$ cat config.mk
export PLATFORM = sky130hd
export DESIGN_NAME = pipe_hazard_ctrl_flat
export DESIGN_NICKNAME = d
export VERILOG_FILES = /design/src/rtl/pipe_hazard_ctrl_if.sv /design/src/rtl/pipe_hazard_ctrl.sv /design/src/flat_wrapper.sv
export SDC_FILE = /design/constraint.sdc
export NUM_CORES = 1
export LEC_CHECK = 0
export CORE_UTILIZATION = 39
export DETAILED_ROUTE_END_ITERATION = 16
export PLACE_DENSITY = 0.88
export SETUP_SLACK_MARGIN = 0.2
export SLEW_MARGIN = 0
export SYNTH_ARGS = -nofsm -noshare
export SYNTH_HDL_FRONTEND = slang
export SYNTH_SLANG_ARGS = --single-unit
$ cat constraint.sdc
create_clock -name clk -period 3.41 [get_ports clk]
set_input_delay 0.8525 -clock clk [delete_from_list [all_inputs] [get_ports clk]]
set_output_delay 0.8525 -clock clk [all_outputs]
set_load 0.005 [all_outputs]
$ cat src/rtl/pipe_hazard_ctrl_if.sv
// Pipeline-side hazard signals grouped for the hazard controller.
// The master modport is the pipeline datapath; the slave modport is the controller.
`timescale 1ns/1ps
interface pipe_hazard_ctrl_if;
    logic [4:0]  ID_registers_Rs;
    logic [4:0]  ID_registers_Rt;
    logic        ID_uses_Rt;
    logic        ID_branch_taken;
    logic [4:0]  EX_register_Rt;
    logic        EX_MemRead;
    logic        MEM_mem_req;
    logic        MEM_mem_ready;
    logic        PC_write;
    logic        IF_ID_write;
    logic        IF_ID_flush;
    logic        ID_EX_flush;
    logic        pipe_hold;
    logic        mem_timeout;
    logic [15:0] stall_count;

    // mem_req stays high until mem_ready is seen or the datapath aborts by dropping mem_req;
    // a transfer completes in the cycle where mem_req and mem_ready are both high.
    modport master (
        output ID_registers_Rs, ID_registers_Rt, ID_uses_Rt, ID_branch_taken,
        output EX_register_Rt, EX_MemRead, MEM_mem_req, MEM_mem_ready,
        input  PC_write, IF_ID_write, IF_ID_flush, ID_EX_flush, pipe_hold,
        input  mem_timeout, stall_count
    );

    modport slave (
        input  ID_registers_Rs, ID_registers_Rt, ID_uses_Rt, ID_branch_taken,
        input  EX_register_Rt, EX_MemRead, MEM_mem_req, MEM_mem_ready,
        output PC_write, IF_ID_write, IF_ID_flush, ID_EX_flush, pipe_hold,
        output mem_timeout, stall_count
    );
endinterface

$ cat src/rtl/pipe_hazard_ctrl.sv
// Hazard controller: load-use bubbles, taken-branch flushes and bounded memory-wait holds.
// Optional stall-cycle counter built only when HAZARD_PERF_CNT_EN is defined.
`timescale 1ns/1ps
module pipe_hazard_ctrl #(
    parameter logic [7:0] WAIT_LIMIT = 8'd255
) (
    input  logic                 clk,
    input  logic                 rst_n,
    pipe_hazard_ctrl_if.slave    hz,
    output logic                 dbg_state_o,
    output logic [7:0]           dbg_wait_cnt_o
);
    typedef enum logic {RUN = 1'b0, MEM_WAIT = 1'b1} state_t;

    state_t     state_q, state_d;
    logic [7:0] wait_cnt_q, wait_cnt_d;
    logic       mem_timeout_q, mem_timeout_d;
    logic       load_use, at_limit, hold;
    logic       pc_write, if_id_write, if_id_flush, id_ex_flush, pipe_hold;

    assign load_use = hz.EX_MemRead && (hz.EX_register_Rt != 5'd0) &&
                      ((hz.EX_register_Rt == hz.ID_registers_Rs) ||
                       (hz.ID_uses_Rt && (hz.EX_register_Rt == hz.ID_registers_Rt)));
    assign at_limit = (state_q == MEM_WAIT) && (wait_cnt_q == WAIT_LIMIT);
    // The hold drops in the timeout cycle so the pipeline can move past the stuck access.
    assign hold     = hz.MEM_mem_req && !hz.MEM_mem_ready && !at_limit;

    always_ff @(posedge clk or negedge rst_n) begin
        if (!rst_n) begin
            state_q       <= RUN;
            wait_cnt_q    <= 8'd0;
            mem_timeout_q <= 1'b0;
        end else begin
            state_q       <= state_d;
            wait_cnt_q    <= wait_cnt_d;
            mem_timeout_q <= mem_timeout_d;
        end
    end

    always_comb begin
        state_d       = state_q;
        wait_cnt_d    = wait_cnt_q;
        mem_timeout_d = mem_timeout_q;
        case (state_q)
            RUN: begin
                if (hold) begin
                    state_d    = MEM_WAIT;
                    wait_cnt_d = 8'd1;
                end
            end
            MEM_WAIT: begin
                if (!hz.MEM_mem_req || hz.MEM_mem_ready) begin
                    state_d    = RUN;
                    wait_cnt_d = 8'd0;
                end else if (at_limit) begin
                    state_d       = RUN;
                    wait_cnt_d    = 8'd0;
                    mem_timeout_d = 1'b1;
                end else begin
                    wait_cnt_d = wait_cnt_q + 8'd1;
                end
            end
            default: begin
                state_d    = RUN;
                wait_cnt_d = 8'd0;
            end
        endcase
    end

    // Branch loses to load_use so the held ID branch is re-evaluated next cycle.
    always_comb begin
        pc_write    = 1'b1;
        if_id_write = 1'b1;
        if_id_flush = 1'b0;
        id_ex_flush = 1'b0;
        pipe_hold   = 1'b0;
        if (!rst_n) begin
            pc_write    = 1'b0;
            if_id_write = 1'b0;
            if_id_flush = 1'b1;
            id_ex_flush = 1'b1;
        end else if (hold) begin
            pc_write    = 1'b0;
            if_id_write = 1'b0;
            pipe_hold   = 1'b1;
        end else if (load_use) begin
            pc_write    = 1'b0;
            if_id_write = 1'b0;
            id_ex_flush = 1'b1;
        end else if (hz.ID_branch_taken) begin
            if_id_flush = 1'b1;
        end
    end

    assign hz.PC_write     = pc_write;
    assign hz.IF_ID_write  = if_id_write;
    assign hz.IF_ID_flush  = if_id_flush;
    assign hz.ID_EX_flush  = id_ex_flush;
    assign hz.pipe_hold    = pipe_hold;
    assign hz.mem_timeout  = mem_timeout_q;
    assign dbg_state_o     = state_q;
    assign dbg_wait_cnt_o  = wait_cnt_q;

`ifdef HAZARD_PERF_CNT_EN
    logic [15:0] stall_cnt_q, stall_cnt_d;

    always_comb begin
        stall_cnt_d = stall_cnt_q;
        if (!pc_write && (stall_cnt_q != 16'hFFFF)) begin
            stall_cnt_d = stall_cnt_q + 16'd1;
        end
    end

    always_ff @(posedge clk or negedge rst_n) begin
        if (!rst_n) begin
            stall_cnt_q <= 16'd0;
        end else begin
            stall_cnt_q <= stall_cnt_d;
        end
    end

    assign hz.stall_count = stall_cnt_q;
`else
    assign hz.stall_count = 16'h0000;
`endif
endmodule

$ cat src/flat_wrapper.sv
// flat-port wrapper written by rule: the top's interface ports become plain ports
module pipe_hazard_ctrl_flat 
#(
    parameter logic [7:0] WAIT_LIMIT = 8'd255
)
  (clk, rst_n, dbg_state_o, dbg_wait_cnt_o, hz_ID_registers_Rs, hz_ID_registers_Rt, hz_ID_uses_Rt, hz_ID_branch_taken, hz_EX_register_Rt, hz_EX_MemRead, hz_MEM_mem_req, hz_MEM_mem_ready, hz_PC_write, hz_IF_ID_write, hz_IF_ID_flush, hz_ID_EX_flush, hz_pipe_hold, hz_mem_timeout, hz_stall_count);
  pipe_hazard_ctrl_if hz_i ();
  input  logic clk;
  input  logic rst_n;
  output logic dbg_state_o;
  output logic [7:0] dbg_wait_cnt_o;
  input wire logic [$bits(hz_i.ID_registers_Rs)-1:0] hz_ID_registers_Rs;
  input wire logic [$bits(hz_i.ID_registers_Rt)-1:0] hz_ID_registers_Rt;
  input wire logic [$bits(hz_i.ID_uses_Rt)-1:0] hz_ID_uses_Rt;
  input wire logic [$bits(hz_i.ID_branch_taken)-1:0] hz_ID_branch_taken;
  input wire logic [$bits(hz_i.EX_register_Rt)-1:0] hz_EX_register_Rt;
  input wire logic [$bits(hz_i.EX_MemRead)-1:0] hz_EX_MemRead;
  input wire logic [$bits(hz_i.MEM_mem_req)-1:0] hz_MEM_mem_req;
  input wire logic [$bits(hz_i.MEM_mem_ready)-1:0] hz_MEM_mem_ready;
  output wire logic [$bits(hz_i.PC_write)-1:0] hz_PC_write;
  output wire logic [$bits(hz_i.IF_ID_write)-1:0] hz_IF_ID_write;
  output wire logic [$bits(hz_i.IF_ID_flush)-1:0] hz_IF_ID_flush;
  output wire logic [$bits(hz_i.ID_EX_flush)-1:0] hz_ID_EX_flush;
  output wire logic [$bits(hz_i.pipe_hold)-1:0] hz_pipe_hold;
  output wire logic [$bits(hz_i.mem_timeout)-1:0] hz_mem_timeout;
  output wire logic [$bits(hz_i.stall_count)-1:0] hz_stall_count;
  assign hz_i.ID_registers_Rs = hz_ID_registers_Rs;
  assign hz_i.ID_registers_Rt = hz_ID_registers_Rt;
  assign hz_i.ID_uses_Rt = hz_ID_uses_Rt;
  assign hz_i.ID_branch_taken = hz_ID_branch_taken;
  assign hz_i.EX_register_Rt = hz_EX_register_Rt;
  assign hz_i.EX_MemRead = hz_EX_MemRead;
  assign hz_i.MEM_mem_req = hz_MEM_mem_req;
  assign hz_i.MEM_mem_ready = hz_MEM_mem_ready;
  assign hz_PC_write = hz_i.PC_write;
  assign hz_IF_ID_write = hz_i.IF_ID_write;
  assign hz_IF_ID_flush = hz_i.IF_ID_flush;
  assign hz_ID_EX_flush = hz_i.ID_EX_flush;
  assign hz_pipe_hold = hz_i.pipe_hold;
  assign hz_mem_timeout = hz_i.mem_timeout;
  assign hz_stall_count = hz_i.stall_count;
  pipe_hazard_ctrl #(.WAIT_LIMIT(WAIT_LIMIT)) u_core (.clk(clk), .rst_n(rst_n), .hz(hz_i), .dbg_state_o(dbg_state_o), .dbg_wait_cnt_o(dbg_wait_cnt_o));
endmodule
Word level (Yosys, flattened, before mapping). Cells that the tools add are included.

Register bits: 10. Latch bits: 0. Memory bits (writable): 0. Bits in read-only memories: 0. Input port bits: 22. Output and inout bits: 31. Word-level logic and storage cells: 42. Memories kept: 0.

$add $sub $neg: 1. Multipliers: 0. Div/mod/pow operators: 0. Magnitude comparators: 0. Equal/unequal tests: 4. Shift operators: 0. Mux-type cells: 19. Bitwise logic cells: 2. Reductions and logical operators: 13.

Operators with widths (count): $mux W8 (3); $pmux W8 S2 (1); $mux W1 (14); $eq A5 B5 Y1 (2); $add A8 B1 Y8 const B (1); $eq A8 B8 Y1 const B (1); $logic_and A1 B1 Y1 (6); $reduce_bool A5 Y1 (1); $logic_not A1 Y1 (3); $reduce_and A3 Y1 (1); $logic_or A1 B1 Y1 (2); $ne A2 B1 Y1 const B (1); $not A1 Y1 (2); $pmux W1 S2 (1).

Logic depth before layout (Yosys ltp).
Depth after elaboration: 7. Gate-level depth with buffers: 6. Gate-level depth less buffers: 5.

Worst setup path before layout. Ideal clock, no wire load.

Path type: input to output. Start: in hz_EX_register_Rt[0]. End: out hz_PC_write. Arrival: 2049 ps. Required time: 2558 ps. Path slack: 509 ps. Cell stages on the path: 4. Path buffers: 1. Path through: or4_1 o21a_1 a211oi_1 buf_4.

Word-level cells in the longest chain between the ends: 7. Elaborated cells between the ends (all ways): 10. Those cells by class: eq/ne: 2; mux: 3; reduce/logical: 5.

Ends and longest elaborated chain: start, declared (RTL line flat_wrapper.sv:16) `input wire logic [$bits(hz_i.EX_register_Rt)-1:0] hz_EX_register_Rt;`; $eq A5 B5 Y1 (RTL line pipe_hazard_ctrl.sv:23) `(hz.ID_uses_Rt && (hz.EX_register_Rt == hz.ID_registers_Rt)));`; $logic_and A1 B1 Y1 (RTL line pipe_hazard_ctrl.sv:23); $logic_or A1 B1 Y1 (RTL line pipe_hazard_ctrl.sv:22) `((hz.EX_register_Rt == hz.ID_registers_Rs) ||`; $logic_and A1 B1 Y1 * (RTL line pipe_hazard_ctrl.sv:21) `assign load_use = hz.EX_MemRead && (hz.EX_register_Rt != 5'd0) &&`; $mux W1 * (3 in series); end, declared (RTL line flat_wrapper.sv:20) `output wire logic [$bits(hz_i.PC_write)-1:0] hz_PC_write;`.

Every way passes the cells marked *; elsewhere a longest branch is shown, timed or not.

Worst setup path after layout.
Start: in hz_EX_register_Rt[2]. End: out hz_IF_ID_write.

Word-level cells in the longest chain between the ends: 7. Elaborated cells between the ends (all ways): 10. Those cells by class: eq/ne: 2; mux: 3; reduce/logical: 5.

Ends and longest elaborated chain: $eq A5 B5 Y1 (RTL line pipe_hazard_ctrl.sv:23); $logic_and A1 B1 Y1 (RTL line pipe_hazard_ctrl.sv:23); $logic_or A1 B1 Y1 (RTL line pipe_hazard_ctrl.sv:22); $logic_and A1 B1 Y1 * (RTL line pipe_hazard_ctrl.sv:21); $mux W1 * (RTL line pipe_hazard_ctrl.sv:86) `end else if (load_use) begin`; $mux W1 * (RTL line pipe_hazard_ctrl.sv:82) `end else if (hold) begin`; $mux W1 * (RTL line pipe_hazard_ctrl.sv:77) `if (!rst_n) begin`; end, declared (RTL line flat_wrapper.sv:21) `output wire logic [$bits(hz_i.IF_ID_write)-1:0] hz_IF_ID_write;`.

Marked as above.

==> impl_metrics.json <==
{
  "syn_to_final_growth_pct": 52.77,
  "dp_slack_ns": -0.3506,
  "max_freq_ghz": 0.3189,
  "switching_share_pct": 26.46,
  "power.density_mw_per_mm2": 255.6,
  "drt-vias-per-instance": 4.952,
  "crit_fanout": 3,
  "clk_pin_slew_ns": 0.07,
  "final_layout_size_suffix_gt1_share_pct": 17.14,
  "report.final.slew_viol_count": 0,
  "timing_hold_violations_final": 0,
  "start_util_pct": 42.11,
  "io_buffers": 36,
  "reg2reg_to": "u_core.dbg_wait_cnt_o[3]",
  "clockPowerShare_pct": 33.5,
  "synth_top_area_share_pct": 29.99,
  "grt_pass1_wl_microns": 3105,
  "finalSetupViolations": 0,
  "core.rowCount": 16,
  "use_met2_pct": 40.53,
  "first_iter_violations": 7,
  "busiest_layer": "met2",
  "core_area_sq_mm": 0.001982,
  "dieArea_sq_mm": 0.002329,
  "final_area_sq_mm": 0.001275,
  "met3_usage_pct": 4.074,
  "p_int_w": 0.0002396,
  "p_switching_w": 0.00008622,
  "cts_hold_buf": 0,
  "layout_setup_ws_ns": 0.2740,
  "grt_util_met1_pct": 18.14,
  "grt_overflow_total": 0,
  "die_w_microns": 48.26,
  "status": "finished clean",
  "syn_area_per_cell_sq_um": 8.878,
  "register_area_sq_um": 250.2,
  "post-route-drc-count": 0,
  "cts_tree": "done",
  "hold_class": "reg2reg",
  "r2r_start": "u_core.dbg_wait_cnt_o[0]",
  "cp_slowest_cell": "or4_1",
  "placed_area_sq_mm": 0.001205,
  "grtUsageTotal_pct": 19.98,
  "synth_top_area_cell": "dfrtp_1",
  "wirelength_microns": 2023,
  "cts_sinks": 10,
  "yosysWarnings": 0,
  "cts_buffers": 3,
  "ys_seq_area_share_pct": 29.99,
  "power_w": 0.0003258,
  "antenna_found_initial": 0,
  "drt-wirelength-per-cell_microns": 12.11,
  "grt_max_degree": 12,
  "cap_viol_max_count": 0,
  "ys_ff_latch": 10,
  "clk_latency_ns": 0.27,
  "grt_setup_unrepaired": "yes",
  "syn_area_sq_um": 834.6,
  "drtPass1Iterations": 4,
  "syn-instance-count": 94,
  "max_stage_delay_ns": 0.46,
  "fin_skew_ns": 0.0008348,
  "rrSetupSlack_ns": 1.51,
  "ir_worst_vdd_v": 0.0001384,
  "antenna_cells": 0,
  "cp.arrival_ns": 2.28,
  "cts-htree-levels": 1,
  "cp-end-kind": "output port",
  "critical_path_class": "in2out",
  "fin_tns_setup_ns": 0,
  "nNetsFinal": 164,
  "hold_start": "u_core.hz.mem_timeout",
  "multi_input_area_sq_um": 515.5,
  "power_frac_comb_pct": 28.2,
  "yosys-top-cells-area": "dfrtp_1 (30%), buf_4 (15%), xnor2_1 (12%)",
  "fin_crit_ns": 3.136,
  "design.portCount": 53,
  "place_congestion": 0.8180,
  "grt_pass1_vias": 745,
  "hold_depth": 2,
  "postRouteAntennaNets": 0,
  "n_fill_cell": 169,
  "vias": 827,
  "cp_cell_sequence": "dlygate4sd2_1, or4_1, o21a_1, buf_6, a211oi_4, buf_2",
  "synthDistinctLibCells": 33,
  "die_y_microns": 48.26,
  "final_util_pct": 64.33,
  "clockRootBuffer": "clkbuf_4",
  "ctsLongestPathBuffers": 2,
  "hold_end": "u_core.hz.mem_timeout",
  "post-route-period-util_pct": 91.96,
  "leakage_nw": 0.5682,
  "cp.required_ns": 2.56,
  "r2r_cells": 6,
  "start_kind": "input pin",
  "dp_hpwl_microns": 1651,
  "seqPwrFrac_pct": 38.3
}
-- synth_stat cells --
master    instances
o41ai_4           1
nand2_1           8
o22ai_1           3
inv_1             4
xor2_1            3
o21ai_0           3
dfrtp_1          10
nand3_1           5
mux2i_1           1
nor2_1            2
nand3b_1          1
buf_2             1
xnor2_1          11
a21oi_1           3
o41ai_1           1
nand4_1           2
ha_1              1
nand2b_1          1
and4_2            1
and3_1            1
or4_1             2
a211oi_1          1
a31oi_1           1
o31ai_1           1
nand4_2           1
conb_1            1
nor3_1            1
o311ai_0          1
o21a_1            1
a31o_2            2
inv_2             1
buf_4            17
nor2b_1           1
-- flip-flops by register name, summed over array words and instances, names as in the netlist --
signal                 cells
u_core.dbg_wait_cnt_o      8
u_core.dbg_state_o         1
u_core.hz.mem_timeout      1
-- power by group through the flow --
stage	sequential (W)	clock [W]	combinational, W
final	0.000125	0.000109	0.0000920
after global routing	0.000125	0.000119	0.000101
after CTS	0.000125	0.000113	0.0000894
after detailed placement	0.000127	0	0.0000896
after global placement	0.000127	0	0.0000869
after floorplan	0.000127	0	0.0000482
-- layout make-up --
cell class / instances / share of cell area, %
Multi-Input combinational cell: 76 / 40.43
Timing Repair Buffer: 45 / 32.97
Sequential cell: 10 / 19.63
Clock buffer: 4 / 2.846
Tap cell: 27 / 2.650
Inverter: 5 / 1.472
-- cells by family after synthesis --
kind of cell	count (synthesis)	share of synthesized area, %
buf+inv	23	18.14
compound gates	18	16.79
mux	1	1.199
fa+ha+maj	1	1.499
other cells	1	0.4493
simple gates	26	17.24
xor+xnor	14	14.69
flops	10	29.99
-- placed cells by master, fill, tap and decap left out, drive strengths merged, types with 4 or more instances in the layout --
cell,Yosys,layout
nand2,8,8
inv,5,5
clkbuf,0,4
buf,18,11
xnor2,11,11
dfrtp,10,10
conb,1,16
clkdlybuf4s50,0,27
nand3,5,5
-- worst max-delay path by stage --
stage / start / to / slack, ns / cells past startpoint
floorplan: hz_EX_register_Rt[0] / hz_PC_write / 0.51 / 4
detailed placement: hz_EX_register_Rt[0] / hz_IF_ID_write / -0.35 / 5
finish: hz_EX_register_Rt[2] / hz_IF_ID_write / 0.27 / 6
CTS: hz_EX_register_Rt[0] / hz_IF_ID_write / 0.23 / 6
global route: hz_EX_register_Rt[1] / hz_ID_EX_flush / 0.19 / 6
global placement: hz_EX_register_Rt[0] / hz_PC_write / -0.29 / 5
-- critical path: cells and delay by family --
kind,cells,cell delay [ns]
compound gates,2,0.44
buf+inv,3,0.52
simple gates,1,0.46
-- stage by stage --
step	hold slack, ns	cells
finish	0.4871	167
global route	0.5345	167
CTS	0.4959	166
detailed placement	0.4774	161
global placement	0.4480	161
floorplan	0.4543	109
-- metal layers --
| layer | routed length, microns | up-vias |
|---|---|---|
| met4 | 41 | 0 |
| li1 | - | 388 |
| met1 | 727 | 393 |
| met5 | 0 | - |
| met3 | 147 | 4 |
| met2 | 1107 | 42 |
-- repair_timing --
action / CTS / global route
setup endpoints to repair: 5 / 3
pin swaps: 3 / 3
setup buffers: 1 / 1
gates resized for setup: 19 / 5
gates cloned: 0 / 0
Power figures use the tool's default switching activity.
